`src/rtl/ram_sp_clr.sv`:
```
// Single-port RAM with a self-clearing fill engine.
// After reset or a clr request the whole array is overwritten with CLR_VAL,
// one word per cycle, while busy is high. Reads and writes both return the
// word at addr through a registered pipeline of RD_LAT stages (1 or 2).
// RW_MODE selects what a write returns: 0 = old contents, 1 = new data.
module ram_sp_clr #(
  parameter int                DATA_W  = 8,
  parameter int                ADDR_W  = 6,
  parameter int                RD_LAT  = 1,
  parameter int                RW_MODE = 0,
  parameter logic [DATA_W-1:0] CLR_VAL = '0
) (
  input  logic              clk,
  input  logic              rst_n,
  input  logic              clr,
  input  logic              en,
  input  logic              wr,
  input  logic [ADDR_W-1:0] addr,
  input  logic [DATA_W-1:0] data,
  output logic [DATA_W-1:0] q,
  output logic              q_valid,
  output logic              busy
);

  localparam int                DEPTH    = 1 << ADDR_W;
  localparam logic [ADDR_W-1:0] CNT_LAST = '1;

  typedef enum logic {
    CLEAR = 1'b0,
    READY = 1'b1
  } state_t;

  state_t              state_reg;
  logic [ADDR_W-1:0]   cnt_reg;
  logic [DATA_W-1:0]   mem [DEPTH];

  // Read pipeline; stage 0 is fed straight from the array.
  logic [DATA_W-1:0]   pipe_q_reg [RD_LAT];
  logic                pipe_v_reg [RD_LAT];

  logic                acc;
  logic                fill_we;
  logic [DATA_W-1:0]   rd_word;

  // An access is taken only in READY and only when no clear is requested.
  assign acc     = en && !clr && (state_reg == READY);
  assign fill_we = (state_reg == CLEAR);
  assign busy    = (state_reg == CLEAR);

  // Write-first forwards the incoming data; read-first returns the old word.
  assign rd_word = (RW_MODE == 1 && wr) ? data : mem[addr];

  // Clear/ready sequencer: walks cnt over every address, restarts on clr.
  always_ff @(posedge clk or negedge rst_n) begin
    if (!rst_n) begin
      state_reg <= CLEAR;
      cnt_reg   <= '0;
    end else begin
      case (state_reg)
        CLEAR: begin
          if (clr) begin
            cnt_reg <= '0;
          end else if (cnt_reg == CNT_LAST) begin
            state_reg <= READY;
            cnt_reg   <= '0;
          end else begin
            cnt_reg <= cnt_reg + 1'b1;
          end
        end
        default: begin
          if (clr) begin
            state_reg <= CLEAR;
            cnt_reg   <= '0;
          end
        end
      endcase
    end
  end

  // Memory array: fill engine has priority, otherwise accepted writes land.
  always_ff @(posedge clk) begin
    if (fill_we) begin
      mem[cnt_reg] <= CLR_VAL;
    end else if (acc && wr) begin
      mem[addr] <= data;
    end
  end

  // Read pipeline: data registers only load on a valid so q holds otherwise.
  always_ff @(posedge clk or negedge rst_n) begin
    if (!rst_n) begin
      for (int i = 0; i < RD_LAT; i++) begin
        pipe_v_reg[i] <= 1'b0;
        pipe_q_reg[i] <= '0;
      end
    end else begin
      pipe_v_reg[0] <= acc;
      if (acc) begin
        pipe_q_reg[0] <= rd_word;
      end
      for (int i = 1; i < RD_LAT; i++) begin
        pipe_v_reg[i] <= pipe_v_reg[i-1];
        if (pipe_v_reg[i-1]) begin
          pipe_q_reg[i] <= pipe_q_reg[i-1];
        end
      end
    end
  end

  assign q       = pipe_q_reg[RD_LAT-1];
  assign q_valid = pipe_v_reg[RD_LAT-1];

endmodule

```
`config.mk`:
```
export PLATFORM = sky130hd
export DESIGN_NAME = ram_sp_clr
export DESIGN_NICKNAME = d
export VERILOG_FILES = /design/src/rtl/ram_sp_clr.sv
export SDC_FILE = /design/constraint.sdc
export NUM_CORES = 1
export LEC_CHECK = 0
export ABC_AREA = 1
export BUFFER_PORTS_ARGS = -buffer_cell sky130_fd_sc_hd__buf_2
export CORE_ASPECT_RATIO = 0.5
export CORE_MARGIN = 2
export CORE_UTILIZATION = 35
export CTS_BUF_LIST = sky130_fd_sc_hd__clkbuf_2 sky130_fd_sc_hd__clkbuf_4 sky130_fd_sc_hd__clkbuf_8
export CTS_CLUSTER_DIAMETER = 60
export DETAILED_ROUTE_END_ITERATION = 7
export PLACE_DENSITY = 0.53
export REMOVE_ABC_BUFFERS = 1
export SLEW_MARGIN = 10
export SYNTH_ARGS = -nofsm -noshare
export SYNTH_HDL_FRONTEND = slang
export SYNTH_SLANG_ARGS = --single-unit
```
`constraint.sdc`:
```
create_clock -name clk -period 7.05 [get_ports clk]
set_input_delay 1.41 -clock clk [delete_from_list [all_inputs] [get_ports clk]]
set_output_delay 1.41 -clock clk [all_outputs]
set_load 0.1 [all_outputs]
```
==> Yosys cells after proc, flatten, opt, wreduce, memory -nomap -nowiden <==
Memory sizes are Yosys's and may differ from the RTL's. A register that Yosys moved wholly into a read port is not among the register bits.
Cells that the tools add are included.
Widths: inputs -> output; s select.
{ "totals": {"in_bits": 19, "ram_bits": 512, "memories": 1, "register_bits": 8, "out_inout_bits": 10} }
{ "memory_table": {"columns": ["memory", "words", "word_bits", "rd", "rd_ports_with_merged_regs", "wr", "line", "text"], "rows": [
  ["mem", 64, 8, 1, 1, 1, "35", "logic [DATA_W-1:0] mem [DEPTH];"]
]} }
{ "op_classes": {"bitwise_logic": 1, "mux": 15, "eq_ne": 2, "n_addsub": 1, "reduce_logical": 6} }
{ "op_table": {"columns": ["operator", "n"], "rows": [
  ["$mux 6", 5],
  ["$mux 1", 9],
  ["$mux 8", 1],
  ["$reduce_or 8->1", 1],
  ["$add 6x1->6 const B", 1],
  ["$eq 6x6->1 const B", 1],
  ["$logic_and 1x1->1", 3],
  ["$logic_not 1->1", 2],
  ["$ne 2x2->1 const B", 1],
  ["$not 1->1", 1]
]} }

==> Depth between registers and ports, before layout <==
Gate-level depths: netlist of run 1.
{ "depth": {"depth_word": 9, "depth_mapped": 14, "mapped_depth_nobuf": 11} }

==> Worst setup path before layout of run 1 <==
Ideal clock, no wire load.
{ "synth_timing": {"path_type": "input-to-reg", "start": "input clr", "end": "memory mem[0][0], data pin", "t_arrival_ns": 3.454, "path_buffers": 1, "slack_ns": 3.097, "stages": 6, "path_cell_list": "inv_2 > nand3_4 > inv_4 > nand2_2 > buf_2 > nor2_1"} }
{ "synth_via": {"elab_chain_len": 9} }
{ "synth_rtl": {"columns": ["item", "line", "text"], "rows": [
  ["start, declared", "15", "input logic clr,"],
  ["$logic_not 1->1", "46", "assign acc = en && !clr && (state_reg == READY);"],
  ["$logic_and 1x1->1 (2 in a row)", "46", null],
  ["net acc", "41", "logic acc;"],
  ["$logic_and 1x1->1", "84", "end else if (acc && wr) begin"],
  ["$mux 1", "84", null],
  ["$mux 1", "82", "if (fill_we) begin"],
  ["$mux 1 (not written as such)", "85", "mem[addr] <= data;"],
  ["$reduce_or 8->1 (no line)", null, null],
  ["$mux 8 (no line)", null, null],
  ["end, declared", "35", null]
]} }
The timed path passes the listed nets, and every way through them passes these cells.

==> Worst setup path in the final report of run 1 <==
{ "layout_timing": {"start": "input clr", "end": "memory mem[3][1], enable pin"} }
{ "layout_via": {"elab_chain_len": 9, "elab_cells_between_ends": 10, "cone_classes": "5 x mux; 5 x reduce/logical"} }
{ "layout_rtl": {"columns": ["item", "line"], "rows": [
  ["$logic_not 1->1 (*)", "46"],
  ["$logic_and 1x1->1 (*) (2 in a row)", "46"],
  ["net acc", "41"],
  ["$logic_and 1x1->1 (*)", "84"],
  ["$mux 1 (*)", "84"],
  ["$mux 1 (*)", "82"],
  ["$mux 1 (not written as such) (*)", "85"],
  ["$reduce_or 8->1 (no line)", null],
  ["$mux 6 (no line) / $mux 1 (equally long branches)", null]
]} }
Mark *: on every way through the listed nets, which the timed path passes. The rest lies on a longest branch.

==> parameters.txt, run 1 <==
Parameter                              Value

STA
  Final critical delay including setup and external delays    4.68 ns
  Final Setup Violations    0
  Unrepaired setup endpoints after global routing    false
  Worst slew slack as a fraction of its limit    17.9%
  Share of the clock period used by the worst path after layout    66.4%
  Sum of negative setup slack    0 ns
  Final hold violation count    0
  Max frequency    0.214 GHz
  Number of max-slew violations in the final report    0
  Setup skew after layout    0.0255 ns
  Measured slew at the worst slew-check pin    1.23 ns
  Min Hold Slack    0.507 ns

Drt
  Initial DRC Count    1353
  Sum of routed wire length over all layers    57.9 mm
  Routed via count    14.1k
  Final ANT Viol Nets    0
  # DRC    0
  Via-per-instance ratio    5.06
  First drt pass iteration count    5
  Post-detailed-route wirelength per cell    20.8 um

Global route
  Vias in the first global route    13.8k
  Wire length of the first global-routing pass    87.0 mm
  Total grt overflow    0
  Pin count of the biggest net entering global routing    109
  Global-route usage over all layers    18.1%
  Number of antenna violations at the first check in global routing    0

Critical path
  Worst Setup End Kind    register
  Arr. time, crit path    4.93 ns
  Startpoint class of the critical path    input pin
  Reg2reg start    state_reg$_DFF_PN0_
  Worst reg2reg setup slack    2.83 ns
  Crit path kind    in -> reg
  Data required time of the worst path    7.30 ns
  Worst reg2reg path depth    8
  Worst reg2reg path endpoint    mem[3][1]$_DFFE_PP_
  Maximum fanout count along the critical path    21

Pwr
  Power density over the cells    259 nW/um2
  Maximum ir drop on the vdd rail    0.116 mV
  Leakage power total    9.14 nW

Clock network
  Clock Latency Late Sink    0.64 ns
  Clock Pin Slew Worst Setup and Hold Paths    0.07 ns
  Level count of the clock H-tree    3
  TritonCTS Sinks    528
  Post-CTS Hold Buffers    0
  Clock tree from TritonCTS    yes
  Max Root-Sink Buffers    3
  TritonCTS Buffers    81
  Number of buffers inserted by post-CTS setup repair    0
  Root Driver    sky130_fd_sc_hd__clkbuf_8
  Post-cts sizing count    0

Finish
  Post-layout instance count excluding filler cells    2786
  Proportion of layout cells with a drive suffix above 1    10.8%
  Area growth from synthesis to final layout    11.9%
  Highest-count cells in the layout ignoring fill and taps    624 x sky130_fd_sc_hd__nand2_1, 512 x sky130_fd_sc_hd__edfxtp_1, 472 x sky130_fd_sc_hd__nand3_1, 86 x sky130_fd_sc_hd__clkbuf_8, 62 x sky130_fd_sc_hd__nor2_1
  Antenna diode count    0
  Total of fill cells in the finished design    5842
  Flip-flop count of the largest register after layout    512
  Post-layout net count    1920
  Post-Route Utilization    39.6%
  Commonest non-fill, non-tap cell in the layout    sky130_fd_sc_hd__nand2_1

Die
  Die Outline Area    63900 um2
  Die outline width    355 um
  Top-Level Pins    29
  Core area    61100 um2
  Site row count    64
  Effective utilization at floorplan    35.4%
  Die span in y    180 um

Placement
  DP Cell Count    2642
  Routability cong.    0.829
  Port bufs    28
  Detail Placement HPWL    32.8 mm

Run
  Number of maximum-capacitance violations    0

Synth
  Netlist area before placement    21600 um2
  Mean post-synth cell area    11.5 um2
  Number of cells produced by synthesis    1872
  Warnings from Yosys    0
  Post-synthesis register bit count    528
  Synth unique cells    29
  Portion of the post-synthesis area used by sequential elements    73.0%

Run status
  Result of the run    completed

Hold path
  Hold/Removal Path Class    reg -> reg
  Hold path depth    2
  Worst min-delay path startpoint    q[0]$_DFFE_PN0N_
  Worst-case hold path end point    q[0]$_DFFE_PN0N_
cells in the mapped netlist, drive strengths merged:
master  instances  area share (%)
a21oi           3           0.069
nand4           8            0.23
nand2         625              11
nor4            8            0.23
xnor2           1           0.041
o22ai           2           0.058
nor2           71             1.2
inv            26            0.46
buf            44            0.97
ha              1           0.058
edfxtp        512              71
nor3            1           0.023
nand3         474              11
clkinv          1           0.017
o21ai           9            0.40
dfrtp          16             1.9
xor2            1           0.041
clkbuf         69             1.2
where the power goes:
group	internal, mW	total (mW)	switching, mW	leakage (nW)
logic	0.0786	0.344	0.266	2.39
registers	3.41	3.42	0.00828	5.91
clock network	1.33	2.50	1.17	0.835
critical path, stage by stage:
cell and delay [ns]:
sky130_fd_sc_hd__buf_2 0.13, sky130_fd_sc_hd__inv_2 0.13, sky130_fd_sc_hd__nand3_4 0.15, sky130_fd_sc_hd__inv_4 0.15, sky130_fd_sc_hd__nand2_2 0.43, sky130_fd_sc_hd__nand2_1 0.28, sky130_fd_sc_hd__o21ai_4 0.13, sky130_fd_sc_hd__inv_2 0.16
sky130_fd_sc_hd__nand4_1 0.96, sky130_fd_sc_hd__nor2_1 0.98
routing by layer:
metal / GRT usage (%) / share of wire, % / up-vias
met5: 0 / 0 / -
met4: 4.61 / 1.8 / 0
met3: 3.20 / 6.0 / 78
met2: 28.5 / 46 / 469
met1: 26.0 / 46 / 6901
li1: - / - / 6662
stage by stage:
| step | worst slack, ns | cell area (um2) | power [mW] |
|---|---|---|---|
| after floorplan | 1.34 | 21100 | 3.67 |
| after global placement | 1.94 | 22600 | 3.83 |
| after detailed placement | 1.87 | 22600 | 3.83 |
| after global routing | 2.37 | 24200 | 6.48 |
| final | 2.37 | 24200 | 6.26 |
| after CTS | 2.57 | 24200 | 6.31 |
layout make-up:
cell class	count	area, um2	area share, %
Timing Repair Buffer	58	389	1.61
Multi-Input combinational cell	1204	5320	22.0
Tap cell	825	1030	4.27
Clock inverter	25	136	0.564
Inverter	27	111	0.460
Clock buffer	119	1430	5.89
Sequential cell	528	15800	65.2
kinds of logic after synthesis:
family / share of synthesized area (%)
compound gates: 0.527
xor+xnor: 0.0811
fa+ha+maj: 0.0579
buf+inv: 2.65
flops: 73.0
simple gates: 23.7
worst max-delay path by stage:
stage            start                    to  slack (ns)  cells after the start
2_1_floorplan  addr[0]      q[0]$_DFFE_PN0N_        1.34                     11
3_3_place_gp       clr  mem[19][0]$_DFFE_PP_        1.94                     10
3_5_place_dp       clr  mem[57][5]$_DFFE_PP_        1.87                     10
4_1_cts            clr  mem[57][2]$_DFFE_PP_        2.57                     10
5_1_grt            clr  mem[36][5]$_DFFE_PP_        2.37                     10
6_report           clr   mem[3][1]$_DFFE_PP_        2.37                     10
Power figures use the tool's default switching activity.
==> run 2, diff against run 1 <==
- ABC_AREA: 1 -> 0
- PLACE_DENSITY: 0.53 -> 0.55
- clock period: 7.05 -> 3.98 ns (I/O delays scaled with it)
==> run 2 against run 1 <==
  * Sequential power up 77%
  * Combinational power up 32%
  * Clock skew is 0.015 ns higher
  * Largest power group unchanged
  * Sequential share of layout area fell by 0.17 points
  * Critical path type is now reg -> reg
  * Global-route usage fell by 1.7 points
  * Die area shrank 2.8%
  * First-iteration DRC count shrank 30%
  * Final cell count decreased by 23%
  * Worst setup slack worse by 1.4 ns
  * Synthesized cell count shrank 41%
  * Sequential cell count unchanged
==> parameters.txt, run 2 <==
Parameter                              Value

Hold path
  Hold/Removal Path Class    in -> async

Synth
  Number of cells produced by synthesis    1105
  List of most frequent post-synthesis cells    512 x sky130_fd_sc_hd__edfxtp_1, 137 x sky130_fd_sc_hd__mux2_2, 74 x sky130_fd_sc_hd__nor2_1, 65 x sky130_fd_sc_hd__o22ai_1, 60 x sky130_fd_sc_hd__mux4_2
  Fraction of the mapped netlist area in compound gates    3.43%
  Mux cell area share after synthesis    15.8%
  Portion of the post-synthesis area used by sequential elements    75.1%
  Most area-consuming cells after synthesis    sky130_fd_sc_hd__edfxtp_1 73%, sky130_fd_sc_hd__mux2_2 7.3%, sky130_fd_sc_hd__mux4_2 6.4%, sky130_fd_sc_hd__o22ai_1 1.9%, sky130_fd_sc_hd__dfrtp_1 1.9%
  Post-synthesis share of cell area spent on full adders, half adders and majority gates    0.0596%
  Combinational family with the most area after synthesis    multiplexers
  Synth Area in Simple Gates    3.92%
  Yosys top cell by area    sky130_fd_sc_hd__edfxtp_1
  Synth unique cells    40
  EDFF count, synth    512
  Most used flip-flop cell after synthesis    sky130_fd_sc_hd__edfxtp_1
  Most common cell in the synthesized netlist    sky130_fd_sc_hd__edfxtp_1
  Async SR Flop Fraction    3.03%
  Yosys top cell area share    73.2%
  Warnings from Yosys    0
  Mean post-synth cell area    19.0 um2
  Area share of xor/xnor cells in the synthesized design    0.0834%
  Netlist area before placement    21000 um2
  Post-synthesis register bit count    528

Die
  Die Outline Area    62100 um2
  Site row count    63
  Die outline width    350 um
  Top-Level Pins    29
  Core area    59300 um2
  Effective utilization at floorplan    35.4%
  Die span in y    177 um

STA
  Worst slew slack as a fraction of its limit    43.0%
  Sum of negative setup slack    0 ns
  Final Setup Violations    0
  Min Hold Slack    0.121 ns
  Final hold violation count    0
  Final critical delay including setup and external delays    2.98 ns
  Number of max-slew violations in the final report    0
  Share of the clock period used by the worst path after layout    74.8%
  Measured slew at the worst slew-check pin    0.851 ns
  Max frequency    0.336 GHz
  Unrepaired setup endpoints after global routing    false
  Setup skew after layout    0.0403 ns

Clock network
  Root Driver    sky130_fd_sc_hd__clkbuf_8
  Clock Pin Slew Worst Setup and Hold Paths    0.07 ns
  Number of buffers inserted by post-CTS setup repair    0
  Clock Latency Late Sink    0.65 ns
  TritonCTS Buffers    79
  Max Root-Sink Buffers    3
  TritonCTS Sinks    528
  Post-CTS Hold Buffers    0
  Level count of the clock H-tree    3
  Post-cts sizing count    0
  Clock tree from TritonCTS    yes

Pwr
  Leakage power total    9.26 nW
  Power density over the cells    446 nW/um2
  Maximum ir drop on the vdd rail    0.239 mV

Placement
  Routability cong.    0.843
  Detail Placement HPWL    31.7 mm
  Port bufs    28
  Post-place instance area    22700 um2

Finish
  Proportion of layout cells with a drive suffix above 1    35.2%
  Final Cell Area    24200 um2
  Area growth from synthesis to final layout    15.5%
  Flip-flop count of the largest register after layout    512
  Post-layout net count    1279
  Highest-count cells in the layout ignoring fill and taps    512 x sky130_fd_sc_hd__edfxtp_1, 137 x sky130_fd_sc_hd__mux2_2, 98 x sky130_fd_sc_hd__buf_4, 87 x sky130_fd_sc_hd__clkbuf_8, 74 x sky130_fd_sc_hd__nor2_1
  Commonest non-fill, non-tap cell in the layout    sky130_fd_sc_hd__edfxtp_1

Global route
  Wire length of the first global-routing pass    74.7 mm
  Number of antenna violations at the first check in global routing    1
  Total grt overflow    0
  Global-route usage over all layers    16.4%
  Vias in the first global route    11.5k
  Pin count of the biggest net entering global routing    65

Run status
  Result of the run    completed

Drt
  First drt pass iteration count    5
  Final ANT Viol Nets    0
  Routed via count    10.9k
  Post-detailed-route wirelength per cell    23.4 um
  # DRC    0
  Sum of routed wire length over all layers    50.0 mm
  Via-per-instance ratio    5.12
  Initial DRC Count    948

Critical path
  Arr. time, crit path    3.29 ns
  Maximum fanout count along the critical path    16
  Startpoint class of the critical path    register
  Worst Setup End Kind    register
  Crit path kind    reg -> reg
  Reg2reg start    state_reg$_DFF_PN0_
  Startpoint of the worst setup timing path    state_reg$_DFF_PN0_
  Data required time of the worst path    4.29 ns

Run
  Number of maximum-capacitance violations    0
[run 2: changes by cell type after synthesis, sizes merged, moves of 22 or more]
cell    change
clkbuf     -42
inv        -22
mux2      +137
mux4       +72
nand2     -592
nand3     -462
nor3       +33
o22ai      +63
[run 2: worst paths after layout]
check | to | slack (ns) | cells past startpoint
max reg2reg | mem[2][5]$_DFFE_PP_ | 1.00 | 7
min | q[0]$_DFFE_PN0N_ | 0.12 | 1
min reg2reg | q[7]$_DFFE_PN0N_ | 0.61 | 2
max | mem[2][5]$_DFFE_PP_ | 1.00 | 7
min in group clk | cnt_reg[2]$_DFFE_PN0P_ | 0.43 | 2
max in group asynchronous | cnt_reg[3]$_DFFE_PN0P_ | 3.51 | 1
[run 2: final cells by class]
class | count | area [um2]
Antenna cell | 1 | 2.50
Clock buffer | 112 | 1380
Clock inverter | 30 | 134
Fill cell | 5278 | 35000
Inverter | 4 | 15.0
Multi-Input combinational cell | 513 | 4900
Sequential cell | 528 | 15800
Tap cell | 812 | 1020
Timing Repair Buffer | 133 | 1020
[run 2: cells by family (layout without fill, tap and decap cells)]
logic type,Yosys count,after routing
AOI/OAI and AO/OA,108,108
xor gates and xnor gates,2,2
adders and majority gates,1,1
buffers and inverters,64,279
DFF,528,528
muxes,220,220
other,0,1
and+or+nand+nor,182,182
[run 2: worst max-delay path, cell delays in order (launching register included)]
cell and delay (ns):
sky130_fd_sc_hd__dfrtp_1 0.58, sky130_fd_sc_hd__nand4b_1 0.57, sky130_fd_sc_hd__buf_4 0.39, sky130_fd_sc_hd__o21ai_0 0.27, sky130_fd_sc_hd__nand2_1 0.25, sky130_fd_sc_hd__buf_4 0.24
sky130_fd_sc_hd__nor2_1 0.14, sky130_fd_sc_hd__buf_4 0.22
[run 2: per-stage QoR]
stage                     worst slack, ns  std cells  util, %  power, mW
after floorplan                      1.07       1045        -       6.42
after global placement              0.561       1990     38.4       6.63
after detailed placement            0.543       1990     38.4       6.64
after CTS                            1.06       2132     40.9       10.9
after global routing                0.680       2133     40.9       11.2
final                                1.00       2133     40.9       10.8
[run 2: metal layers]
metal  up-vias  routed length (um)  GRT usage, %  part of all wire (%)
li1       4819                   -             -                     -
met1      5746               22400          22.1                    45
met2       277               23900          26.7                    48
met3        86                2460          3.42                   4.9
met4         0                1230          5.15                   2.5
met5         -                   0             0                     0
[run 2: where the power goes]
group	internal, mW	switching [mW]
Sequential	6.05	0.0205
Combinational	0.161	0.292
Clock	2.23	2.05
Total	8.44	2.36
==> run 3, diff against run 2 <==
- PLACE_DENSITY: 0.55 -> 0.53
- clock period: 3.98 -> 2.85 ns (I/O delays scaled with it)
==> run 3 against run 2 <==
  * Final cell count rose by 0.66%
  * Clock power rose by 48%
  * Critical endpoint is now q[7]$_DFFE_PN0N_
  * Worst setup slack got worse by 0.64 ns
  * Sequential power rose by 40%
  * Sequential cell count did not move
  * Routed wire length rose by 1.4%
==> parameters.txt, run 3 (synthesis gave the netlist of run 2 again) <==
Parameter                              Value

STA
  Unrepaired setup endpoints after global routing    false
  Final critical delay including setup and external delays    2.49 ns
  Setup skew after layout    0.0241 ns
  Sum of negative setup slack    0 ns
  Final hold violation count    0
  Worst slew slack as a fraction of its limit    36.6%
  Max frequency    0.401 GHz
  Share of the clock period used by the worst path after layout    87.5%
  Measured slew at the worst slew-check pin    0.948 ns
  Number of max-slew violations in the final report    0
  Final Setup Violations    0

Critical path
  Worst reg2reg path depth    7
  Crit path kind    in -> reg
  Startpoint of the worst setup timing path    addr[0]
  Worst reg2reg setup slack    0.47 ns
  Reg2reg start    state_reg$_DFF_PN0_
  Arr. time, crit path    2.98 ns
  Maximum fanout count along the critical path    19
  Worst reg2reg path endpoint    mem[14][3]$_DFFE_PP_
  Data required time of the worst path    3.34 ns
  Startpoint class of the critical path    input pin
  Worst Setup End Kind    register

Clock network
  Max Root-Sink Buffers    3
  Number of buffers inserted by post-CTS setup repair    0
  Clock tree from TritonCTS    yes
  TritonCTS Buffers    79
  Level count of the clock H-tree    3
  Clock Pin Slew Worst Setup and Hold Paths    0.07 ns
  Clock Latency Late Sink    0.63 ns
  Root Driver    sky130_fd_sc_hd__clkbuf_8
  TritonCTS Sinks    528

Placement
  Routability cong.    0.792
  Port bufs    28
  Detail Placement HPWL    31.5 mm

Pwr
  Maximum ir drop on the vdd rail    0.315 mV
  Power density over the cells    629 nW/um2
  Leakage power total    9.44 nW

Finish
  Area growth from synthesis to final layout    17.5%
  Post-layout net count    1295
  Post-Route Utilization    41.6%
  Highest-count cells in the layout ignoring fill and taps    512 x sky130_fd_sc_hd__edfxtp_1, 137 x sky130_fd_sc_hd__mux2_2, 98 x sky130_fd_sc_hd__buf_4, 85 x sky130_fd_sc_hd__clkbuf_8, 74 x sky130_fd_sc_hd__nor2_1
  Total of fill cells in the finished design    5339
  Flip-flop count of the largest register after layout    512
  Commonest non-fill, non-tap cell in the layout    sky130_fd_sc_hd__edfxtp_1
  Proportion of layout cells with a drive suffix above 1    36.3%

Global route
  Global-route usage over all layers    16.6%
  Wire length of the first global-routing pass    75.1 mm
  Number of antenna violations at the first check in global routing    1
  Total grt overflow    0
  Vias in the first global route    11.6k
  Pin count of the biggest net entering global routing    65

Drt
  Final ANT Viol Nets    0
  Initial DRC Count    1008
  # DRC    0
  Wire length on met2    24.1 mm
  DRT met1 WL    22.6 mm
  Sum of routed wire length over all layers    50.6 mm
  Routed via count    11.0k
  Met3 wire length    2.71 mm
  Post-detailed-route wirelength per cell    23.6 um
  Via-per-instance ratio    5.13
  First drt pass iteration count    5
  Highest metal layer with signal wires    met4

Die
  Core area    59300 um2
  Site row count    63
  Top-Level Pins    29
  Die Outline Area    62100 um2
  Die span in y    177 um
  Die outline width    350 um
  Effective utilization at floorplan    35.4%

Hold path
  Worst min-delay path startpoint    clr
  Hold path depth    2
  Hold/Removal Path Class    in -> reg
  Worst-case hold path end point    cnt_reg[0]$_DFFE_PN0P_

Run
  Number of maximum-capacitance violations    0

Run status
  Result of the run    completed
run 3: layer usage:
layer	GRT usage [%]	vias up
li1	-	4840
met1	22.6	5803
met2	26.7	294
met3	3.44	80
met4	5.17	0
met5	0	-
run 3: what timing repair did:
action,4_1_cts,5_1_grt
hold buffers,1,0
resized for setup,0,0
hold endpoints to repair,16,0
run 3: area by class of cell:
class	instances	area (um2)	share of cell area (%)
Sequential cell	528	15800	64.0
Multi-Input combinational cell	513	4900	19.9
Clock buffer	111	1360	5.51
Timing Repair Buffer	149	1340	5.41
Tap cell	812	1020	4.12
Clock inverter	26	251	1.02
Inverter	4	15.0	0.0609
Antenna cell	4	10.0	0.0406
run 3: through the flow:
stage | area [um2] | instances | power [mW] | hold slack (ns) | worst slack (ns)
after global placement | 23000 | 2005 | 9.30 | 0.532 | -0.168
after floorplan | 20700 | 1045 | 8.97 | 0.274 | 0.167
final | 24700 | 2147 | 15.5 | 0.205 | 0.357
after CTS | 24700 | 2143 | 15.7 | 0.159 | 0.417
after global routing | 24700 | 2147 | 16.0 | 0.198 | 0.277
after detailed placement | 23000 | 2005 | 9.31 | 0.533 | -0.228
run 3: worst max-delay path: stages:
cell and delay, ns:
sky130_fd_sc_hd__clkbuf_8 0.27, sky130_fd_sc_hd__buf_12 0.21, sky130_fd_sc_hd__buf_4 0.30, sky130_fd_sc_hd__mux2_2 0.37
sky130_fd_sc_hd__o22ai_1 0.15, sky130_fd_sc_hd__nor3_1 0.08, sky130_fd_sc_hd__o41ai_1 0.71, sky130_fd_sc_hd__buf_4 0.22
sky130_fd_sc_hd__nand3_1 0.06
run 3: how the worst max path moves through the flow:
stage                           endpoint  slack [ns]
floorplan           mem[21][0]$_DFFE_PP_        0.17
global route        mem[14][7]$_DFFE_PP_        0.28
CTS                 mem[14][7]$_DFFE_PP_        0.42
global placement        q[7]$_DFFE_PN0N_       -0.17
detailed placement      q[2]$_DFFE_PN0N_       -0.23
finish                  q[7]$_DFFE_PN0N_        0.36
run 3: where the power goes:
part           total, mW  internal (mW)  switching (mW)
clock               6.37           3.52            2.84
combinational      0.671          0.248           0.423
sequential          8.47           8.44          0.0253
